===== src/rtl/alu_result_buffer.sv =====
//------------------------------------------------------------------------------
// Module      : alu_result_buffer
// Description : Circular result-token FIFO between the integer datapath and a
//               downstream consumer, with skid nack, drain FSM and sticky
//               overflow. Define ALU_RESULT_BUFFER_STAT_EN to add O_Count.
// Revision    : 1.0 - initial release
//------------------------------------------------------------------------------
// FTk_t packing : {v, a, c, r, i, d[WIDTH_DATA-1:0]}  (v is the MSB)
// BTk_t packing : {n, b}                              (n is the MSB)
`default_nettype none

module alu_result_buffer #(
    parameter int WIDTH_DATA = 32,
    parameter int DEPTH      = 4,
    parameter int SKID       = 2
) (
    input  logic                  clock,
    input  logic                  reset,
    input  logic                  I_Active,
    input  logic [WIDTH_DATA+4:0] I_FTk,
    output logic [1:0]            O_BTk,
    output logic [WIDTH_DATA+4:0] O_FTk,
    input  logic [1:0]            I_BTk,
    output logic                  O_Busy,
`ifdef ALU_RESULT_BUFFER_STAT_EN
    output logic                  O_Overflow,
    output logic [15:0]           O_Count
`else
    output logic                  O_Overflow
`endif
);

    localparam int c_PTR_W = $clog2(DEPTH);
    localparam int c_CNT_W = c_PTR_W + 1;
    localparam int c_TOK_W = WIDTH_DATA + 5;
    localparam int c_V_BIT = WIDTH_DATA + 4;

    localparam logic [c_CNT_W-1:0] c_DEPTH_CNT = c_CNT_W'(DEPTH);
    localparam logic [c_CNT_W-1:0] c_SKID_CNT  = c_CNT_W'(SKID);
    localparam logic [c_CNT_W-1:0] c_CNT_ONE   = c_CNT_W'(1);
    localparam logic [c_CNT_W-1:0] c_CNT_ZERO  = '0;
    localparam logic [c_PTR_W-1:0] c_PTR_ONE   = c_PTR_W'(1);

    localparam logic [1:0] c_IDLE  = 2'd0;
    localparam logic [1:0] c_RUN   = 2'd1;
    localparam logic [1:0] c_DRAIN = 2'd2;

    logic [1:0]           r_state;
    logic [1:0]           w_nextState;
    logic                 w_acceptEn;

    logic [c_TOK_W-1:0]   r_mem [DEPTH];
    logic [c_PTR_W-1:0]   r_wrPtr;
    logic [c_PTR_W-1:0]   r_rdPtr;
    logic [c_CNT_W-1:0]   r_count;
    logic [c_CNT_W-1:0]   w_countNext;
    logic                 r_overflow;

    logic                 w_tokValid;
    logic                 w_full;
    logic                 w_empty;
    logic                 w_push;
    logic                 w_drop;
    logic                 w_pop;
    logic                 w_nack;
    logic                 w_unusedBtk;

    assign w_tokValid  = I_FTk[c_V_BIT];
    assign w_full      = (r_count == c_DEPTH_CNT);
    assign w_empty     = (r_count == c_CNT_ZERO);
    assign w_unusedBtk = I_BTk[0];

    // A full buffer drops the token even if the head pops in the same cycle.
    assign w_push = w_tokValid & w_acceptEn & ~w_full;
    assign w_drop = w_tokValid & w_acceptEn &  w_full;
    assign w_pop  = ~w_empty & ~I_BTk[1];

    always_comb begin
        w_countNext = r_count;
        case ({w_push, w_pop})
            2'b10:   w_countNext = r_count + c_CNT_ONE;
            2'b01:   w_countNext = r_count - c_CNT_ONE;
            default: w_countNext = r_count;
        endcase
    end

    // FSM: state register
    always_ff @(posedge clock) begin
        if (reset) begin
            r_state <= c_IDLE;
        end else begin
            r_state <= w_nextState;
        end
    end

    // FSM: next-state decode
    always_comb begin
        w_nextState = r_state;
        case (r_state)
            c_IDLE: begin
                if (I_Active) begin
                    w_nextState = c_RUN;
                end
            end
            c_RUN: begin
                if (!I_Active) begin
                    w_nextState = w_empty ? c_IDLE : c_DRAIN;
                end
            end
            c_DRAIN: begin
                if (w_countNext == c_CNT_ZERO) begin
                    w_nextState = c_IDLE;
                end
            end
            default: w_nextState = c_IDLE;
        endcase
    end

    // FSM: outputs
    always_comb begin
        w_acceptEn = 1'b0;
        O_Busy     = 1'b0;
        case (r_state)
            c_RUN: begin
                w_acceptEn = 1'b1;
                O_Busy     = 1'b1;
            end
            c_DRAIN: begin
                O_Busy     = 1'b1;
            end
            default: begin
                w_acceptEn = 1'b0;
                O_Busy     = 1'b0;
            end
        endcase
    end

    always_ff @(posedge clock) begin
        if (w_push) begin
            r_mem[r_wrPtr] <= I_FTk;
        end
    end

    always_ff @(posedge clock) begin
        if (reset) begin
            r_wrPtr    <= '0;
            r_rdPtr    <= '0;
            r_count    <= '0;
            r_overflow <= 1'b0;
        end else begin
            if (w_push) begin
                r_wrPtr <= r_wrPtr + c_PTR_ONE;
            end
            if (w_pop) begin
                r_rdPtr <= r_rdPtr + c_PTR_ONE;
            end
            r_count <= w_countNext;
            if (w_drop) begin
                r_overflow <= 1'b1;
            end
        end
    end

    // Nack depends on registered occupancy only, giving upstream SKID cycles of slack.
    assign w_nack     = ((c_DEPTH_CNT - r_count) <= c_SKID_CNT);
    assign O_BTk      = {w_nack, 1'b0};
    assign O_FTk      = w_pop ? {1'b1, r_mem[r_rdPtr][c_V_BIT-1:0]} : '0;
    assign O_Overflow = r_overflow;

`ifdef ALU_RESULT_BUFFER_STAT_EN
    logic [15:0] r_popCount;

    always_ff @(posedge clock) begin
        if (reset) begin
            r_popCount <= '0;
        end else if (w_pop && (r_popCount != 16'hFFFF)) begin
            r_popCount <= r_popCount + 16'd1;
        end
    end

    assign O_Count = r_popCount;
`endif

endmodule

`default_nettype wire


===== config.mk =====
export PLATFORM = sky130hd
export DESIGN_NAME = alu_result_buffer
export DESIGN_NICKNAME = d
export VERILOG_FILES = /design/src/rtl/alu_result_buffer.sv
export SDC_FILE = /design/constraint.sdc
export NUM_CORES = 1
export LEC_CHECK = 0
export ABC_AREA = 1
export CAP_MARGIN = 20
export CORE_MARGIN = 5
export CORE_UTILIZATION = 57
export DETAILED_ROUTE_END_ITERATION = 8
export GPL_TIMING_DRIVEN = 0
export PLACE_DENSITY_LB_ADDON = 0.05
export SLEW_MARGIN = 30
export SYNTH_ARGS = -nofsm -noshare
export SYNTH_HDL_FRONTEND = slang
export SYNTH_SLANG_ARGS = --single-unit
export TNS_END_PERCENT = 50

===== constraint.sdc =====
create_clock -name clock -period 10 [get_ports clock]
set_clock_uncertainty 0.2 [all_clocks]
set_input_delay 1.5 -clock clock [delete_from_list [all_inputs] [get_ports clock]]
set_output_delay 1.5 -clock clock [all_outputs]
set_load 0.02 [all_outputs]

# == Word level (Yosys, flattened, before mapping) ==
# Memory sizes are Yosys's and may differ from the RTL's. A register that Yosys moved wholly into a read port is not among the register bits.
# Cells that the tools add are included.
# op_classes
n_lt_le_gt_ge,1
muxes,13
add_sub_neg,5
n_eq_ne,8
n_bitwise,7
n_reduce_logical,5
# op_table
operator,n
two-way mux 37 bit,1
two-way mux 2 bit,6
zero test 3 bit,2
!= test 2 bit (second input constant),3
one-hot mux 2 bit (3 select lines),1
one-hot mux 3 bit (2 select lines),1
adder 2 x 1 -> 2 bit (second input constant),2
AND 1 bit,4
== test 2 x 1 -> 1 bit (second input constant),2
== test 2 bit (second input constant),2
two-way mux 1 bit,4
adder 3 x 1 -> 3 bit (second input constant),1
== test 3 bit (second input constant),1
<= comparator 3 x 2 -> 1 bit (second input constant),1
NOT 1 bit,3
AND reduction 3 bit,1
subtractor 3 x 1 -> 3 bit (second input constant),1
subtractor 3 bit (first input constant),1
zero test 2 bit,1
OR reduction 2 bit,1
# word_totals
elab_cells,45
ram_bits,148
out_inout_bits,41
input_bits,42
register_bits,10
memories,1
# memory_table
memory,words,width,read_ports,rd_ports_with_merged_regs,write_ports,line,text
r_mem,4,37,1,1,1,52,logic [c_TOK_W-1:0] r_mem [DEPTH];

# == Depth between registers and ports, before layout ==
# logic_depth
word_depth,9
depth_mapped,17
depth_no_buf,17

# == Least setup slack after synthesis ==
# No wires, ideal clock.
# synth_path
path_kind,input port to output port
from,input I_BTk[1]
to,output O_FTk[0]
t_required_ns,8.300
path_stages,4
slack_ns,5.991
arrival_time_ns,2.309
cell_sequence,nor2_2 inv_2 clkbuf_1 a21oi_1
# synth_between
elab_chain_cells,3
# synth_rtl
item,line,text
"start, declared",23,"input logic [1:0] I_BTk,"
NOT 1 bit,76,assign w_pop = ~w_empty & ~I_BTk[1];
AND 1 bit,76,
two-way mux 37 bit,167,"assign O_FTk = w_pop ? {1'b1, r_mem[r_rdPtr][c_V_BIT-1:0]} : '0;"
"end, declared",22,"output logic [WIDTH_DATA+4:0] O_FTk,"
# No other way between the ends.

# == Worst setup path in the final report ==
# layout_path
from,input I_BTk[1]
to,output O_FTk[19]
# layout_between
elab_chain_cells,3
# layout_rtl
item,line,text
NOT 1 bit,76,
AND 1 bit,76,
net w_pop,64,logic w_pop;
two-way mux 37 bit,167,
# The timed path passes the listed nets, and every way through them passes these cells.

==> summary.txt <==
Run status
  • Status: completed

Setup path
  • Worst-path fanout max: 10
  • R2R depth: 14
  • Crit Path Class: in2out
  • Register-to-Register Setup Slack: 6.81 ns
  • Critical path's largest stage delay: 0.65 ns
  • RR Startpoint: r_count[1]
  • Req. time, crit path: ~8.3 ns
  • CP startpoint kind: primary input
  • CP dominant cell by count: clkdlybuf4s50_1
  • Crit-path slowest cell: clkdlybuf4s50_1
  • Reg2Reg Capture Point: r_state[0]
  • Cell Chain, Critical Path: clkdlybuf4s50_1, nor2_2, inv_2, clkbuf_1, a21oi_1, clkdlybuf4s50_1
  • Worst EP arrival: 3.51 ns
  • CP Capture Type: output pin

Clock network
  • Post-CTS resize count: 0
  • Num CTS Buffers: 17
  • H-Tree Depth: 4
  • Clk_lat worst skew: roughly 0.42 ns
  • CTS tree: built
  • Postcts setup bufs: 0
  • TritonCTS sink count: about 160
  • Clk slew on worst S/H paths: roughly 0.060 ns
  • Clock root buffer: clkbuf_16
  • Hold_buf cts: 0
  • CTS max path bufs: 2

Logic synthesis
  • Dominant cells by area after synthesis: edfxtp_1 67%, nor2_1 9.3%, o21ai_1 5.2%
  • Unique cell type count in the Yosys netlist: 27
  • Leading area contributor after synthesis: edfxtp_1
  • Mapped Avg Cell Area: roughly 12 µm²
  • Sequential element share of the synthesized area: a little under three quarters
  • Post-synth top area share: 67.4%
  • Mapped cell area: around 6400 µm²
  • Syn Nets: between 500 and 600
  • Yosys warnings: 0
  • Cells after Synth: roughly 520
  • Post-synthesis register bit count: 156

Power
  • Cell Pwr Density: 247 nW/µm²
  • Maximum vdd drop: 131 µV
  • Leakage: around 0.0029 µW

Routing
  • DR vias: 4,247
  • Drt via density: between 5 and 6
  • Post-Route WL: between 10,000 and 15,000 µm
  • Antenna viol nets, final: 0
  • DRT iter0 DRCs: roughly 260
  • Drt pass-1 iters: 7
  • Drt wl/cell: 17.9 µm
  • DRC viols: 0

Worst hold path
  • HP Start: O_Overflow
  • Hold Path End: O_Overflow
  • Hold Path Depth: 2
  • Worst hold path class: reg2reg

Floorplanning
  • Initial core utilization: between 50% and 60%
  • DIE HEIGHT: approximately 120 µm
  • Core area: roughly 11,000 µm²
  • IO Pins: 83
  • FP Rows: 38
  • Full die area: between 10,000 and 15,000 µm²
  • Die X: roughly 120 µm

Place
  • RD Place Congestion: ~0.76
  • DP HPWL: between 8000 and 9000 µm
  • IO buf count: 80

Layout
  • Synthesis-to-layout area growth: 28.1%
  • Fill count: ~690
  • Most common cell after layout, fill and taps aside: nor2_1
  • # diodes: 0
  • Most frequent cells in the layout: 154 x nor2_1, 144 x edfxtp_1, 80 x clkdlybuf4s50_1
  • Nets: 682
  • Share of post-route cells with drive strength above 1: between 10% and 20%
  • Final Util: approximately three quarters

Global route
  • Total global routing overflow: 0
  • Total track usage: about 22%
  • First-pass GRT wire length: between 20,000 and 25,000 µm
  • Initial antenna violation count: 0
  • Largest net degree at the start of global routing: 22
  • Vias in the first global route: approximately 4,400

Timing
  • Final hold violations: 0
  • RSZ-0062 raised after global routing: no
  • Relative slew slack: ~56%
  • Slew of the pin with the lowest slew margin: approximately 0.66 ns
  • Setup tns final: 0 ns
  • F_max: 192 MHz
  • Final setup vio count: 0
  • Pins Over Slew Limit: 0
  • Final min period: approximately 5.2 ns
  • WHS: approximately 0.26 ns
  • Period utilization: a little over half

Flow run
  • MaxCap Viol Count: 0
==> cell usage after synthesis (all sizes together) <==
master / count
a21boi: 1
a21oi: 44
buf: 23
clkbuf: 5
conb: 1
dfxtp: 12
edfxtp: 144
fa: 1
ha: 12
inv: 24
nand2: 14
nand3: 5
nand4: 1
nor2: 159
o21ai: 75
xor2: 1
==> report_power, final <==
part	leakage, µW	switching (µW)	total [µW]	internal, µW
clock	0.000313	244	700	456
combinational	0.00117	319	540	221
sequential	0.00140	18.0	786	768
total	0.00288	581	2030	1450
==> critical path, delay by kind of cell <==
family	cells	cell delay, ns
AOI/OAI and AO/OA	1	0.26
buffers and inverters	4	1.52
and+or+nand+nor	1	0.22
==> per-layer routing <==
metal	global-route usage, %	vias to the layer above	wire length, µm
met5	0	-	0
met4	7.42	0	218
met3	4.75	19	895
met2	37.8	150	7160
met1	28.1	2052	5730
li1	-	2026	-
==> sequential cells by signal (all words and copies together) (netlist names), named ones only <==
name and count:
r_state 2, r_wrPtr 2, O_Overflow 1, r_mem 144
r_rdPtr 2, r_count 3
==> worst max-delay path by stage <==
stage	from	to	slack (ns)	depth (start not counted)
floorplan	I_BTk[1]	O_FTk[0]	5.99	4
finish	I_BTk[1]	O_FTk[19]	4.79	6
detailed placement	I_BTk[1]	O_FTk[26]	4.80	6
global route	I_BTk[1]	O_FTk[19]	4.64	6
CTS	I_BTk[1]	O_FTk[26]	4.79	6
global placement	I_FTk[36]	r_mem[1][29]	4.26	5
==> per-stage QoR <==
| stage | instance area [µm²] | total power (µW) | setup slack (ns) | cells |
|---|---|---|---|---|
| finish | 8210 | 2030 | 4.79 | 780 |
| global route | 8210 | 2120 | 4.64 | 780 |
| CTS | 8210 | 2040 | 4.79 | 780 |
| detailed placement | 7560 | 1340 | 4.80 | 748 |
| global placement | 7390 | 1310 | 4.26 | 742 |
| floorplan | 6410 | 1140 | 5.99 | 522 |
==> area by class of cell <==
| type | count | area [µm²] | area share [%] |
|---|---|---|---|
| clock buffer | 21 | 460 | 5.61 |
| clock inverter | 11 | 193 | 2.35 |
| sequential | 156 | 4560 | 55.6 |
| buffer | 28 | 275 | 3.35 |
| inverter | 24 | 97.6 | 1.19 |
| timing repair buffer | 86 | 941 | 11.5 |
| tap | 140 | 175 | 2.13 |
| multi-input combinational | 314 | 1500 | 18.3 |
==> logic make-up after synthesis <==
kind of cell / Yosys count / share of synthesized area [%]
compound gates: 120 / 9.41
xor+xnor: 1 / 0.137
fa+ha+maj: 13 / 2.65
buf+inv: 52 / 5.82
flops: 156 / 71.2
other cells: 1 / 0.0585
simple gates: 179 / 10.7
Note: power is estimated with default switching activity, not from simulation.
